==> config.mk <==
export PLATFORM = sky130hd
export DESIGN_NAME = link_test_sequencer_flat
export DESIGN_NICKNAME = d
export VERILOG_FILES = /design/src/rtl/link_test_sequencer_if.sv /design/src/rtl/link_test_sequencer.sv /design/src/flat_wrapper.sv
export SDC_FILE = /design/constraint.sdc
export NUM_CORES = 1
export LEC_CHECK = 0
export CORE_UTILIZATION = 57
export DETAILED_ROUTE_END_ITERATION = 6
export PLACE_DENSITY = 0.88
export SLEW_MARGIN = 20
export SYNTH_ARGS = -nofsm -noshare
export SYNTH_HDL_FRONTEND = slang
export SYNTH_SLANG_ARGS = --single-unit
==> constraint.sdc <==
create_clock -name sys_clk -period 3.3 [get_ports sys_clk]
set_clock_uncertainty 0.1 [all_clocks]
set_input_delay 0.33 -clock sys_clk [delete_from_list [all_inputs] [get_ports sys_clk]]
set_output_delay 0.33 -clock sys_clk [all_outputs]
set_load 0.02 [all_outputs]
==> src/rtl/link_test_sequencer_if.sv <==
// Control, status and bit-compare signals between the link test sequencer and its driver.
// master drives run requests and bit stream; slave is the sequencer.
interface link_test_sequencer_if;
  logic        start;
  logic        sweep;
  logic [3:0]  ber_sel;
  logic        abort;
  logic        bit_tick;
  logic        ref_bit;
  logic        rx_bit;
  logic        init_tab;
  logic        IsTransmit;
  logic [3:0]  BER;
  logic        busy;
  logic        frame_done;
  logic [15:0] err_out;
  logic [3:0]  frame_ber;
  logic        run_done;

  modport master (
    output start, sweep, ber_sel, abort, bit_tick, ref_bit, rx_bit,
    input  init_tab, IsTransmit, BER, busy, frame_done, err_out, frame_ber, run_done
  );

  modport slave (
    input  start, sweep, ber_sel, abort, bit_tick, ref_bit, rx_bit,
    output init_tab, IsTransmit, BER, busy, frame_done, err_out, frame_ber, run_done
  );
endinterface

==> src/rtl/link_test_sequencer.sv <==
// Run controller: table init, transmit gating, BER stepping/sweep and per-frame bit-error count.
// Registered outputs, one cycle after the deciding input; no backpressure, abort wins everywhere.
module link_test_sequencer #(
  parameter int INIT_CYCLES = 64,
  parameter int FLUSH_BITS  = 32,
  parameter int FRAME_BITS  = 1024,
  parameter int REF_DELAY   = 8
) (
  input  logic                 sys_clk,
  input  logic                 reset,
  link_test_sequencer_if.slave lt
);

  typedef enum logic [2:0] {IDLE, INIT, FLUSH, MEASURE, FRAME_END, FINISH} state_t;

  localparam int CW = (INIT_CYCLES > 1) ? $clog2(INIT_CYCLES) : 1;
  localparam logic [CW-1:0] INIT_LOAD  = CW'(INIT_CYCLES - 1);
  localparam logic [15:0]   FLUSH_LAST = 16'(FLUSH_BITS - 1);
  localparam logic [15:0]   FRAME_LAST = 16'(FRAME_BITS - 1);

  state_t        state, state_d;
  logic [CW-1:0] cyc_cnt;
  logic [15:0]   bit_cnt;
  logic [15:0]   acc, acc_d;
  logic [63:0]   dline;
  logic          dline_unused;
  logic          sweep_q;
  logic [3:0]    ber_q, frame_ber_q;
  logic [15:0]   err_q;
  logic          busy_q, init_q, tx_q, fdone_q, rdone_q;
  logic          busy_d, init_d, tx_d, fdone_d, rdone_d;
  logic          mismatch;

  assign dline_unused = dline[63];
  assign mismatch     = lt.bit_tick && (lt.rx_bit != dline[REF_DELAY-1]);

  always_comb begin
    acc_d = acc;
    if (state == MEASURE && mismatch && acc != 16'hFFFF)
      acc_d = acc + 16'd1;
  end

  always_ff @(posedge sys_clk or negedge reset) begin
    if (!reset) state <= IDLE;
    else        state <= state_d;
  end

  always_comb begin
    state_d = state;
    if (lt.abort) begin
      state_d = IDLE;
    end else begin
      case (state)
        IDLE:      if (lt.start) state_d = INIT;
        INIT:      if (cyc_cnt == '0) state_d = FLUSH;
        FLUSH:     if (lt.bit_tick && bit_cnt == FLUSH_LAST) state_d = MEASURE;
        MEASURE:   if (lt.bit_tick && bit_cnt == FRAME_LAST) state_d = FRAME_END;
        FRAME_END: state_d = (sweep_q && ber_q != 4'hF) ? FLUSH : FINISH;
        FINISH:    state_d = IDLE;
        default:   state_d = IDLE;
      endcase
    end
  end

  // Outputs are decoded from the next state so they land in the same cycle as the state.
  always_comb begin
    busy_d  = (state_d != IDLE);
    init_d  = (state_d == INIT);
    tx_d    = (state_d == FLUSH) || (state_d == MEASURE) || (state_d == FRAME_END);
    fdone_d = (state_d == FRAME_END);
    rdone_d = (state_d == FINISH);
  end

  always_ff @(posedge sys_clk or negedge reset) begin
    if (!reset) begin
      cyc_cnt     <= '0;
      bit_cnt     <= '0;
      acc         <= '0;
      dline       <= '0;
      sweep_q     <= 1'b0;
      ber_q       <= '0;
      frame_ber_q <= '0;
      err_q       <= '0;
      busy_q      <= 1'b0;
      init_q      <= 1'b0;
      tx_q        <= 1'b0;
      fdone_q     <= 1'b0;
      rdone_q     <= 1'b0;
    end else begin
      busy_q  <= busy_d;
      init_q  <= init_d;
      tx_q    <= tx_d;
      fdone_q <= fdone_d;
      rdone_q <= rdone_d;

      if (lt.bit_tick) dline <= {dline[62:0], lt.ref_bit};

      if (state == IDLE && state_d == INIT) begin
        cyc_cnt <= INIT_LOAD;
        sweep_q <= lt.sweep;
        ber_q   <= lt.sweep ? 4'd0 : lt.ber_sel;
      end else if (state == INIT && cyc_cnt != '0) begin
        cyc_cnt <= cyc_cnt - CW'(1);
      end

      // A tick on the leaving edge belongs to the old state; the new state starts from zero.
      if (state_d != state)
        bit_cnt <= '0;
      else if ((state == FLUSH || state == MEASURE) && lt.bit_tick)
        bit_cnt <= bit_cnt + 16'd1;

      if (state == FLUSH) acc <= '0;
      else                acc <= acc_d;

      if (state == MEASURE && state_d == FRAME_END) begin
        err_q       <= acc_d;
        frame_ber_q <= ber_q;
      end

      if (state == FRAME_END && state_d == FLUSH)
        ber_q <= ber_q + 4'd1;
    end
  end

  assign lt.init_tab   = init_q;
  assign lt.IsTransmit = tx_q;
  assign lt.BER        = ber_q;
  assign lt.busy       = busy_q;
  assign lt.frame_done = fdone_q;
  assign lt.err_out    = err_q;
  assign lt.frame_ber  = frame_ber_q;
  assign lt.run_done   = rdone_q;

endmodule

==> src/flat_wrapper.sv <==
// flat-port wrapper written by rule: the top's interface ports become plain ports
module link_test_sequencer_flat 
#(
  parameter int INIT_CYCLES = 64,
  parameter int FLUSH_BITS  = 32,
  parameter int FRAME_BITS  = 1024,
  parameter int REF_DELAY   = 8
)
  (sys_clk, reset, lt_start, lt_sweep, lt_ber_sel, lt_abort, lt_bit_tick, lt_ref_bit, lt_rx_bit, lt_init_tab, lt_IsTransmit, lt_BER, lt_busy, lt_frame_done, lt_err_out, lt_frame_ber, lt_run_done);
  link_test_sequencer_if lt_i ();
  input  logic sys_clk;
  input  logic reset;
  input wire logic [$bits(lt_i.start)-1:0] lt_start;
  input wire logic [$bits(lt_i.sweep)-1:0] lt_sweep;
  input wire logic [$bits(lt_i.ber_sel)-1:0] lt_ber_sel;
  input wire logic [$bits(lt_i.abort)-1:0] lt_abort;
  input wire logic [$bits(lt_i.bit_tick)-1:0] lt_bit_tick;
  input wire logic [$bits(lt_i.ref_bit)-1:0] lt_ref_bit;
  input wire logic [$bits(lt_i.rx_bit)-1:0] lt_rx_bit;
  output wire logic [$bits(lt_i.init_tab)-1:0] lt_init_tab;
  output wire logic [$bits(lt_i.IsTransmit)-1:0] lt_IsTransmit;
  output wire logic [$bits(lt_i.BER)-1:0] lt_BER;
  output wire logic [$bits(lt_i.busy)-1:0] lt_busy;
  output wire logic [$bits(lt_i.frame_done)-1:0] lt_frame_done;
  output wire logic [$bits(lt_i.err_out)-1:0] lt_err_out;
  output wire logic [$bits(lt_i.frame_ber)-1:0] lt_frame_ber;
  output wire logic [$bits(lt_i.run_done)-1:0] lt_run_done;
  assign lt_i.start = lt_start;
  assign lt_i.sweep = lt_sweep;
  assign lt_i.ber_sel = lt_ber_sel;
  assign lt_i.abort = lt_abort;
  assign lt_i.bit_tick = lt_bit_tick;
  assign lt_i.ref_bit = lt_ref_bit;
  assign lt_i.rx_bit = lt_rx_bit;
  assign lt_init_tab = lt_i.init_tab;
  assign lt_IsTransmit = lt_i.IsTransmit;
  assign lt_BER = lt_i.BER;
  assign lt_busy = lt_i.busy;
  assign lt_frame_done = lt_i.frame_done;
  assign lt_err_out = lt_i.err_out;
  assign lt_frame_ber = lt_i.frame_ber;
  assign lt_run_done = lt_i.run_done;
  link_test_sequencer #(.INIT_CYCLES(INIT_CYCLES), .FLUSH_BITS(FLUSH_BITS), .FRAME_BITS(FRAME_BITS), .REF_DELAY(REF_DELAY)) u_core (.sys_clk(sys_clk), .reset(reset), .lt(lt_i));
endmodule
Word level (Yosys, flattened, before mapping):

Cells that the tools add are included.

* register bits after elaboration: 79
* input port bits: 12
* output and inout port bits: 29

* add/sub/neg operators: 4
* equal/unequal tests: 15
* muxes and demuxes: 16
* reduce and logical (&&, ||, !) cells: 21

Operators by type and width (count)
* $mux W16: 4
* $add A16 B1 Y16 const B: 2
* $mux W3: 6
* $eq A16 B10 Y1 const B: 1
* $eq A16 B5 Y1 const B: 1
* $ne A16 B16 Y1 const B: 1
* $pmux W3 S5: 1
* $eq A3 B2 Y1 const B: 4
* $mux W4: 3
* $mux W6: 2
* $logic_and A1 B1 Y1: 11
* $eq A3 B3 Y1 const B: 3
* $eq A3 B1 Y1 const B: 2
* $logic_not A6 Y1: 1
* $reduce_bool A2 Y1: 3
* $reduce_bool A6 Y1: 1
* $sub A6 B1 Y6 const B: 1
* $add A4 B1 Y4 const B: 1
* $ne A4 B4 Y1 const B: 1
* $logic_not A3 Y1: 1
* $logic_or A1 B1 Y1: 3
* $ne A3 B3 Y1: 1
* $reduce_bool A3 Y1: 1
* $ne A1 B1 Y1: 1

Depth between registers and ports, before layout:

Gate-level depths: netlist of the first run.

* word-level depth: 9
* gate-level depth with buffers: 10

Worst setup path after synthesis of the first run:

Ideal clock, no wire load.

* path type: reg2reg
* start: reg u_core.cyc_cnt[0]
* end: reg u_core.err_q[10], in the netlist u_core.lt.err_out[10]
* arrival time: 2.488 ns
* slack: 0.632 ns
* stages on the path, launching flop included: 11
* clock period less this slack: 2.668 ns
* path through: dfrtp_1 > inv_1 > ha_1 > or3b_4 > o31ai_4 > o211ai_2 > or4_4 > buf_6 > clkinv_4 > buf_12 > mux2i_1

* cells in the longest elaborated chain, start to end: 6

Ends and longest elaborated chain
* start, declared: line link_test_sequencer.sv:22 `logic [CW-1:0] cyc_cnt;`
* start signal, assigned: line link_test_sequencer.sv:103 `cyc_cnt <= cyc_cnt - CW'(1);`
* $logic_not A6 Y1: line link_test_sequencer.sv:55 `INIT: if (cyc_cnt == '0) state_d = FLUSH;`
* $mux W3: line link_test_sequencer.sv:55
* $pmux W3 S5: line link_test_sequencer.sv:53 `case (state)`
* $mux W3: line link_test_sequencer.sv:50 `if (lt.abort) begin`
* $eq A3 B3 Y1
* net u_core.fdone_d: line link_test_sequencer.sv:31 `logic busy_d, init_d, tx_d, fdone_d, rdone_d;`
* $logic_and A1 B1 Y1: line link_test_sequencer.sv:115 `if (state == MEASURE && state_d == FRAME_END) begin`
* end signal, assigned: line link_test_sequencer.sv:83 `err_q <= '0;`
* end signal, assigned: line link_test_sequencer.sv:116 `err_q <= acc_d;`
* end, declared: line link_test_sequencer.sv:29 `logic [15:0] err_q;`

The timed path passes the listed nets, and every way through them passes these cells.
A chain may end at the register's enable or synchronous reset.

Final worst setup path of the first run:

* start: reg u_core.cyc_cnt[0]
* end: reg u_core.err_q[11], in the netlist u_core.lt.err_out[11]

* cells in the longest elaborated chain, start to end: 6

Ends and longest elaborated chain (line)
* $logic_not A6 Y1: link_test_sequencer.sv:55
* $mux W3: link_test_sequencer.sv:55
* $pmux W3 S5: link_test_sequencer.sv:53
* $mux W3: link_test_sequencer.sv:50
* $eq A3 B3 Y1: link_test_sequencer.sv:115
* $logic_and A1 B1 Y1: link_test_sequencer.sv:115

No other way between the ends.

==> flow_summary.ini, run 1 <==
[outcome]
status = finished, final reports clean

[layout]
area_growth_pct = 17.1
multi_input_area_um2 = 1830
fill_cells = 528
nets = 436
layout-drive-gt1-share_pct = 10.1
final_cell_mix = dfrtp_1, clkdlybuf4s50_1, nor2_1
seq_area_um2 = 1980
mostFrequentLayoutCell = dfrtp_1
num_antenna_cells = 0
post-route-util_pct = 68.8
design_area_um2 = 4670

[routing]
vias_per_cell = 5.70
wl_per_cell_um = 14.6
drt-total-wl_mm = 7.63
vias = 2968
ant_nets = 0
first_pass_iters = 4
route.detailed.drc = 0
initialDrtViolationCount = 202

[global_routing]
grt_max_degree = 80
grt_overflow = 0
antenna_found_initial = 0
grt_pass1_wl_mm = 13.4
grt_pass1_vias = 2938
grt_util_all_layers_pct = 23.2

[floorplan]
io_pins = 41
die_y_um = 85.7
initial_core_util_pct = 58.7
die_x_um = 85.7
coreArea_um2 = 6790
die_area_um2 = 7340
row_count = 30

[critical_path]
cp-endpoint = u_core.lt.err_out[11]
regToRegStartpoint = u_core.cyc_cnt[0]
critPathMaxStageDelay_ps = 640
reg2reg_to = u_core.lt.err_out[11]
path_buf_inv = 2
path_class = flip-flop to flip-flop
cp_slowest_cell = or4_4
reg2reg_setup_slack_ps = 400
arrival_ps = 3080
reg2reg_depth = 8
path_cells = inv_1 -> ha_1 -> or3b_4 -> o31ai_4 -> o211ai_2 -> or4_4 -> clkinv_4 -> mux2i_1
path_delay_family = simple AND/OR/NAND/NOR gates
crit_fanout = 17
required_ps = 3470
cp.depth = 8
start_kind = flip-flop
end_kind = flip-flop
startpoint = u_core.cyc_cnt[0]

[placement]
numPortBuffers = 40
dpl_cell_area_um2 = 4460
gp_congestion = 0.873
dp_hpwl_mm = 5.41

[clock_tree]
clk_pin_slew_ps = 80
clk_latency_ps = 340
clock-sinks = 79
clockBufferDepth = 2
cts_tree = done
cts_resized = 0
ctsHoldBuffers = 0
htreeDepth = 3
post_cts_buffers = 0
cts_buffers = 9
ctsRootBufferMaster = clkbuf_8

[synthesis]
syn_area_um2 = 3990
synthFlopType = dfrtp_1
synth.avg_cell_area_um2 = 10.5
ys_seq_elements = 79
synth_cells = 381
yosys_warnings = 0
yosysSeqAreaShare_pct = 49.5
synth_edf_count = 0
syn_nets = 397
synthDistinctLibCells = 53
ys_async_sr_fraction_pct = 100

[power]
swShare_pct = 25.7
leakagePower_nw = 2.00
power.internal_w = 0.00160
total_power_w = 0.00215
combPwrFrac_pct = 13.2
switchingPower_w = 0.000553
seqPwrFrac_pct = 51.4
power_density_nw_per_um2 = 461
clkPwrFrac_pct = 35.4
ir_worst_vdd_mv = 0.356

[timing]
period_minus_slack_ps = 2900
hold_viol_final = 0
finalMaxSlewViolations = 0
max_freq_mhz = 344
setup_viol = 0
worstMarginPinSlew_ps = 958
timing.slew.headroom_pct = 36.1
min_period_over_period_pct = 88.0
tns_ps = 0
rsz0062_at_grt = false

[hold_path]
hold_path_class = primary input to asynchronous set/reset pin

[flow_run]
cap_violations = 0
==> logic make-up after synthesis <==
family | count (synthesis) | synth area share [%]
simple gates | 145 | 20.0
flops | 79 | 49.5
compound gates | 45 | 8.65
buf+inv | 42 | 4.70
xor+xnor | 35 | 7.68
mux | 31 | 8.18
fa+ha+maj | 4 | 1.25
==> power by group through the flow <==
stage	Combinational [W]	Sequential (W)	Clock (W)
after CTS	0.000289	0.00111	0.000781
final	0.000285	0.00111	0.000762
after global placement	0.000280	0.00112	0
after detailed placement	0.000288	0.00113	0
after floorplan	0.000161	0.00113	0
after global routing	0.000315	0.00112	0.000811
==> worst min-delay path by stage <==
stage | from | to | slack, ps | cells after the start
2_1_floorplan | reset | u_core.acc[0] | -70 | 0
3_3_place_gp | u_core.dline[0] | u_core.dline[0] | 380 | 1
3_5_place_dp | u_core.dline[2] | u_core.dline[2] | 390 | 1
4_1_cts | reset | u_core.lt.err_out[15] | 70 | 1
5_1_grt | reset | u_core.dline[1] | 100 | 1
6_report | reset | u_core.lt.frame_done | 20 | 1
==> sequential cells by signal (all words and copies together) (netlist names), 3 cells and up <==
register	cells
u_core.acc	16
u_core.bit_cnt	16
u_core.cyc_cnt	6
u_core.dline	8
u_core.lt.BER	4
u_core.lt.err_out	16
u_core.lt.frame_ber	4
u_core.state	3
==> stage by stage <==
| step | hold slack, ps | setup slack, ps | std cells |
|---|---|---|---|
| floorplan | -65.6 | 632 | 381 |
| global placement | 385 | 458 | 505 |
| detailed placement | 395 | 381 | 505 |
| CTS | 65.3 | 373 | 521 |
| global route | 101 | 226 | 521 |
| finish | 24.0 | 396 | 521 |
==> cell type report <==
class | count | share of cell area, %
tap | 96 | 2.57
timing repair buffer | 46 | 9.48
inverter | 24 | 2.03
multi-input combinational | 260 | 39.1
clock buffer | 10 | 2.73
sequential | 79 | 42.3
clock inverter | 6 | 1.82
==> worst register-to-register path: cells and delay by family, from the launching register on <==
kind / cells / cell delay [ps]
multiplexers: 1 / 230
AO/OA/AOI/OAI: 2 / 620
adder cells (fa/ha/maj): 1 / 160
flip-flops: 1 / 380
buffers and inverters: 2 / 290
AND/OR/NAND/NOR: 2 / 1050
==> synth_stat cells, types with 8 or more instances <==
master | instances | share of area, %
a211oi_1 | 19 | 3.6
and4_1 | 10 | 2.2
clkbuf_1 | 15 | 1.4
dfrtp_1 | 79 | 50
inv_1 | 23 | 2.2
mux2_2 | 13 | 3.7
mux2i_1 | 18 | 4.5
nand2_1 | 22 | 2.1
nand3_1 | 15 | 1.9
nand4_1 | 8 | 1.3
nor2_1 | 37 | 3.5
nor3_1 | 14 | 1.8
xnor2_1 | 29 | 6.4
==> per-layer routing <==
layer,global-route usage [%],routed length (um)
met1,28.8,3260
met2,40.2,3920
met3,5.39,341
met4,7.73,106
met5,0,0
Note: power is estimated with default switching activity, not from simulation.
==> run 2, diff against run 1 <==
--- a/config.mk
+++ b/config.mk
@@ -5,9 +5,9 @@
 export SDC_FILE = /design/constraint.sdc
 export NUM_CORES = 1
 export LEC_CHECK = 0
-export CORE_UTILIZATION = 57
+export CORE_UTILIZATION = 61
 export DETAILED_ROUTE_END_ITERATION = 6
-export PLACE_DENSITY = 0.88
+export PLACE_DENSITY = 0.91
 export SLEW_MARGIN = 20
 export SYNTH_ARGS = -nofsm -noshare
 export SYNTH_HDL_FRONTEND = slang
==> constraint.sdc (replaced) <==
create_clock -name sys_clk -period 3.7 [get_ports sys_clk]
set_clock_uncertainty 0.1 [all_clocks]
set_input_delay 0.37 -clock sys_clk [delete_from_list [all_inputs] [get_ports sys_clk]]
set_output_delay 0.37 -clock sys_clk [all_outputs]
set_load 0.02 [all_outputs]
==> flow_summary.ini, run 2 (synthesized netlist as in run 1, its figures left out) <==
[global_routing]
antenna_found_initial = 0
grt_overflow = 0
grt_util_all_layers_pct = 25.4
grt_max_degree = 80
grt_pass1_vias = 2933
grt_pass1_wl_mm = 13.9

[floorplan]
coreArea_um2 = 6350
die_x_um = 82.9
initial_core_util_pct = 62.9
io_pins = 41
die_y_um = 82.9
row_count = 29
die_area_um2 = 6870

[clock_tree]
htreeDepth = 3
cts_buffers = 9
ctsRootBufferMaster = clkbuf_8
cts_tree = done
clockBufferDepth = 2
cts_resized = 0
clock-sinks = 79
clk_latency_ps = 360
clk_pin_slew_ps = 80
ctsHoldBuffers = 0
post_cts_buffers = 0

[power]
switchingPower_w = 0.000533
swShare_pct = 27.2
leakagePower_nw = 1.98
power.internal_w = 0.00143
combPwrFrac_pct = 12.8
power_density_nw_per_um2 = 423
clkPwrFrac_pct = 36.5
seqPwrFrac_pct = 50.6
ir_worst_vdd_mv = 0.362

[critical_path]
regToRegStartpoint = u_core.cyc_cnt[0]
reg2reg_depth = 7
end_kind = flip-flop
crit_fanout = 16
start_kind = flip-flop
startpoint = u_core.cyc_cnt[0]
path_class = flip-flop to flip-flop
required_ps = 3790
arrival_ps = 3270

[outcome]
status = finished, final reports clean

[timing]
finalMaxSlewViolations = 0
hold_viol_final = 0
min_period_over_period_pct = 86.1
rsz0062_at_grt = false
period_minus_slack_ps = 3190
max_freq_mhz = 314
tns_ps = 0
worstMarginPinSlew_ps = 1130
timing.slew.headroom_pct = 24.2
setup_viol = 0

[layout]
final_cell_mix = dfrtp_1, clkdlybuf4s50_1, nor2_1
nets = 432
area_growth_pct = 16.0
post-route-util_pct = 72.9
fill_cells = 437
design_area_um2 = 4630
layout-drive-gt1-share_pct = 9.50
num_antenna_cells = 0
mostFrequentLayoutCell = dfrtp_1

[routing]
ant_nets = 0
vias = 3010
routed-wl-met2_mm = 4.11
vias_per_cell = 6.04
first_pass_iters = 4
wl_met1_mm = 3.67
drt-total-wl_mm = 8.24
wl_met3_um = 293
top_layer_used = met4
initialDrtViolationCount = 203
wl_per_cell_um = 16.5
route.detailed.drc = 0

[placement]
dp_hpwl_mm = 5.71
gp_congestion = 0.954
dpl_cell_area_um2 = 4410
numPortBuffers = 40

[hold_path]
hold_path_class = primary input to asynchronous set/reset pin

[flow_run]
cap_violations = 0
==> run 2: final cells by class <==
cell class / count / area [um2] / area share (%)
clock buffers: 9 / 124 / 2.68
clock inverters: 7 / 96.3 / 2.08
inverters: 24 / 95.1 / 2.05
multi-input cells: 260 / 1830 / 39.5
flip-flops and latches: 79 / 1980 / 42.7
well taps: 77 / 96.3 / 2.08
repair buffers: 42 / 413 / 8.92
==> run 2: path summary, 6_finish.rpt <==
check	endpoint	slack [ps]
setup / recovery	u_core.bit_cnt[15]	510
hold / removal	u_core.lt.err_out[14]	50
setup reg to reg	u_core.bit_cnt[15]	510
hold reg to reg	u_core.lt.frame_ber[1]	410
max in group asynchronous	u_core.lt.init_tab	2820
min in group sys_clk	u_core.lt.frame_ber[1]	410
==> run 2: routing by layer <==
metal | vias to the layer above | global-route usage [%]
met5 | - | 0
met4 | 0 | 8.31
met3 | 16 | 5.07
met2 | 83 | 42.8
met1 | 1492 | 32.9
li1 | 1419 | -
==> run 2: stage by stage <==
| step | hold slack [ps] | std cells | setup slack, ps | total power [W] |
|---|---|---|---|---|
| detailed placement | 393 | 482 | 574 | 0.00126 |
| floorplan | -25.6 | 381 | 1030 | 0.00115 |
| finish | 49.7 | 498 | 515 | 0.00196 |
| global route | 133 | 498 | 351 | 0.00204 |
| CTS | 93.3 | 498 | 544 | 0.00196 |
| global placement | 383 | 482 | 736 | 0.00124 |
==> run 2: critical path, cell delays in order, from the launching register on <==
cell and delay [ps]:
dfrtp_1 380, inv_1 90, ha_1 170, or3b_4 420
o31ai_4 370, o211ai_2 320, o21ai_1 960, a211oi_1 210
==> run 2: power groups by stage <==
stage / registers (W) / clock network, W / logic (W)
CTS: 0.000991 / 0.000720 / 0.000253
global placement: 0.00100 / 0 / 0.000241
global route: 0.00100 / 0.000757 / 0.000279
floorplan: 0.00101 / 0 / 0.000143
detailed placement: 0.00101 / 0 / 0.000252
finish: 0.000992 / 0.000715 / 0.000252
==> run 3, diff against run 2 <==
--- a/config.mk
+++ b/config.mk
@@ -5,6 +5,7 @@
 export SDC_FILE = /design/constraint.sdc
 export NUM_CORES = 1
 export LEC_CHECK = 0
+export CORE_MARGIN = 5
 export CORE_UTILIZATION = 61
 export DETAILED_ROUTE_END_ITERATION = 6
 export PLACE_DENSITY = 0.91
==> flow_summary.ini, run 3 (synthesized netlist as in run 1, its figures left out) <==
[flow_run]
cap_violations = 0

[placement]
dp_hpwl_mm = 5.75
dpl_cell_area_um2 = 4410
numPortBuffers = 40
gp_congestion = 0.961

[outcome]
status = finished, final reports clean

[routing]
drt-total-wl_mm = 8.48
vias = 3029
ant_nets = 0
first_pass_iters = 4
initialDrtViolationCount = 200
vias_per_cell = 6.08
route.detailed.drc = 0
wl_per_cell_um = 17.0

[critical_path]
reg2reg_setup_slack_ps = 650
path_buf_inv = 2
crit_fanout = 17
cp_slowest_cell = or4_4
path_class = flip-flop to flip-flop
required_ps = 3880
critPathMaxStageDelay_ps = 660
path_delay_family = simple AND/OR/NAND/NOR gates
end_kind = flip-flop
path_cells = inv_1 -> ha_1 -> or3b_4 -> o31ai_4 -> o211ai_2 -> or4_4 -> clkinv_4 -> mux2i_1
start_kind = flip-flop
arrival_ps = 3240

[clock_tree]
ctsHoldBuffers = 0
htreeDepth = 3
cts_buffers = 9
clk_latency_ps = 360
clk_pin_slew_ps = 80
clockBufferDepth = 2
clock-sinks = 79
cts_tree = done
post_cts_buffers = 0
ctsRootBufferMaster = clkbuf_8
cts_resized = 0

[timing]
min_period_over_period_pct = 82.5
hold_slack_ps = 62.4
rsz0062_at_grt = false
worstMarginPinSlew_ps = 964
timing.slew.headroom_pct = 35.7
period_minus_slack_ps = 3050
tns_ps = 0
finalMaxSlewViolations = 0
setup_viol = 0
hold_viol_final = 0
max_freq_mhz = 327

[layout]
mostFrequentLayoutCell = dfrtp_1
area_growth_pct = 15.8
post-route-util_pct = 72.8
nets = 432
design_area_um2 = 4620
num_antenna_cells = 0
layout-drive-gt1-share_pct = 9.50
final_cell_mix = dfrtp_1, clkdlybuf4s50_1, nor2_1

[power]
power_density_nw_per_um2 = 416
ir_worst_vdd_mv = 0.284
leakagePower_nw = 1.99

[global_routing]
grt_pass1_vias = 3036
grt_max_degree = 80
grt_overflow = 0
antenna_found_initial = 0
grt_pass1_wl_mm = 14.7
grt_util_all_layers_pct = 22.0

[floorplan]
die_area_um2 = 8260
row_count = 29
die_y_um = 90.9
die_x_um = 90.9
coreArea_um2 = 6350
initial_core_util_pct = 62.9
io_pins = 41

[hold_path]
hold_path_class = primary input to asynchronous set/reset pin
==> run 3: cell count changes in the layout (fill, tap and decap cells not counted), sizes merged <==
cell,change
bufinv,-1
clkbuf,+4
clkinv,+1
clkinvlp,-3
inv,-1
==> run 3: metrics by stage <==
stage | total power, W | setup slack [ps] | std cells
floorplan | 0.00115 | 1030 | 381
global placement | 0.00124 | 743 | 482
detailed placement | 0.00126 | 565 | 482
CTS | 0.00193 | 524 | 498
global route | 0.00201 | 418 | 498
finish | 0.00192 | 647 | 498
==> run 3: cell type report <==
cell class / count / area (um2)
clock buffers: 13 / 169
clock inverters: 3 / 40.0
fillers: 436 / 1730
inverters: 24 / 95.1
multi-input cells: 260 / 1830
flip-flops and latches: 79 / 1980
well taps: 77 / 96.3
repair buffers: 42 / 413
==> run 3: worst reg2reg max path: stages (launching register included) <==
cell      delay (ps)
dfrtp_1          380
inv_1             90
ha_1             170
or3b_4           420
o31ai_4          380
o211ai_2         340
or4_4            660
clkinv_4         210
mux2i_1          230
==> run 3: where the power goes <==
part	internal (W)	switching [W]
combinational	0.000119	0.000136
sequential	0.000927	0.0000644
clock	0.000365	0.000311
==> run 3: worst paths after layout <==
path                                         from                     to  cells past startpoint
max in group asynchronous                   reset        u_core.dline[4]                      1
worst min register to register    u_core.dline[4]        u_core.dline[5]                      1
worst max register to register  u_core.cyc_cnt[0]  u_core.lt.err_out[11]                      8
min in group sys_clk              u_core.dline[4]        u_core.dline[5]                      1
worst min-delay path                        reset   u_core.lt.frame_done                      1
worst max-delay path            u_core.cyc_cnt[0]  u_core.lt.err_out[11]                      8
==> run 3: per-layer routing <==
| metal | vias up | global-route usage, % | routed length, um |
|---|---|---|---|
| li1 | 1429 | - | - |
| met1 | 1479 | 28.9 | 3660 |
| met2 | 104 | 35.5 | 4160 |
| met3 | 17 | 4.00 | 459 |
| met4 | 0 | 9.78 | 194 |
| met5 | - | 0 | 0 |
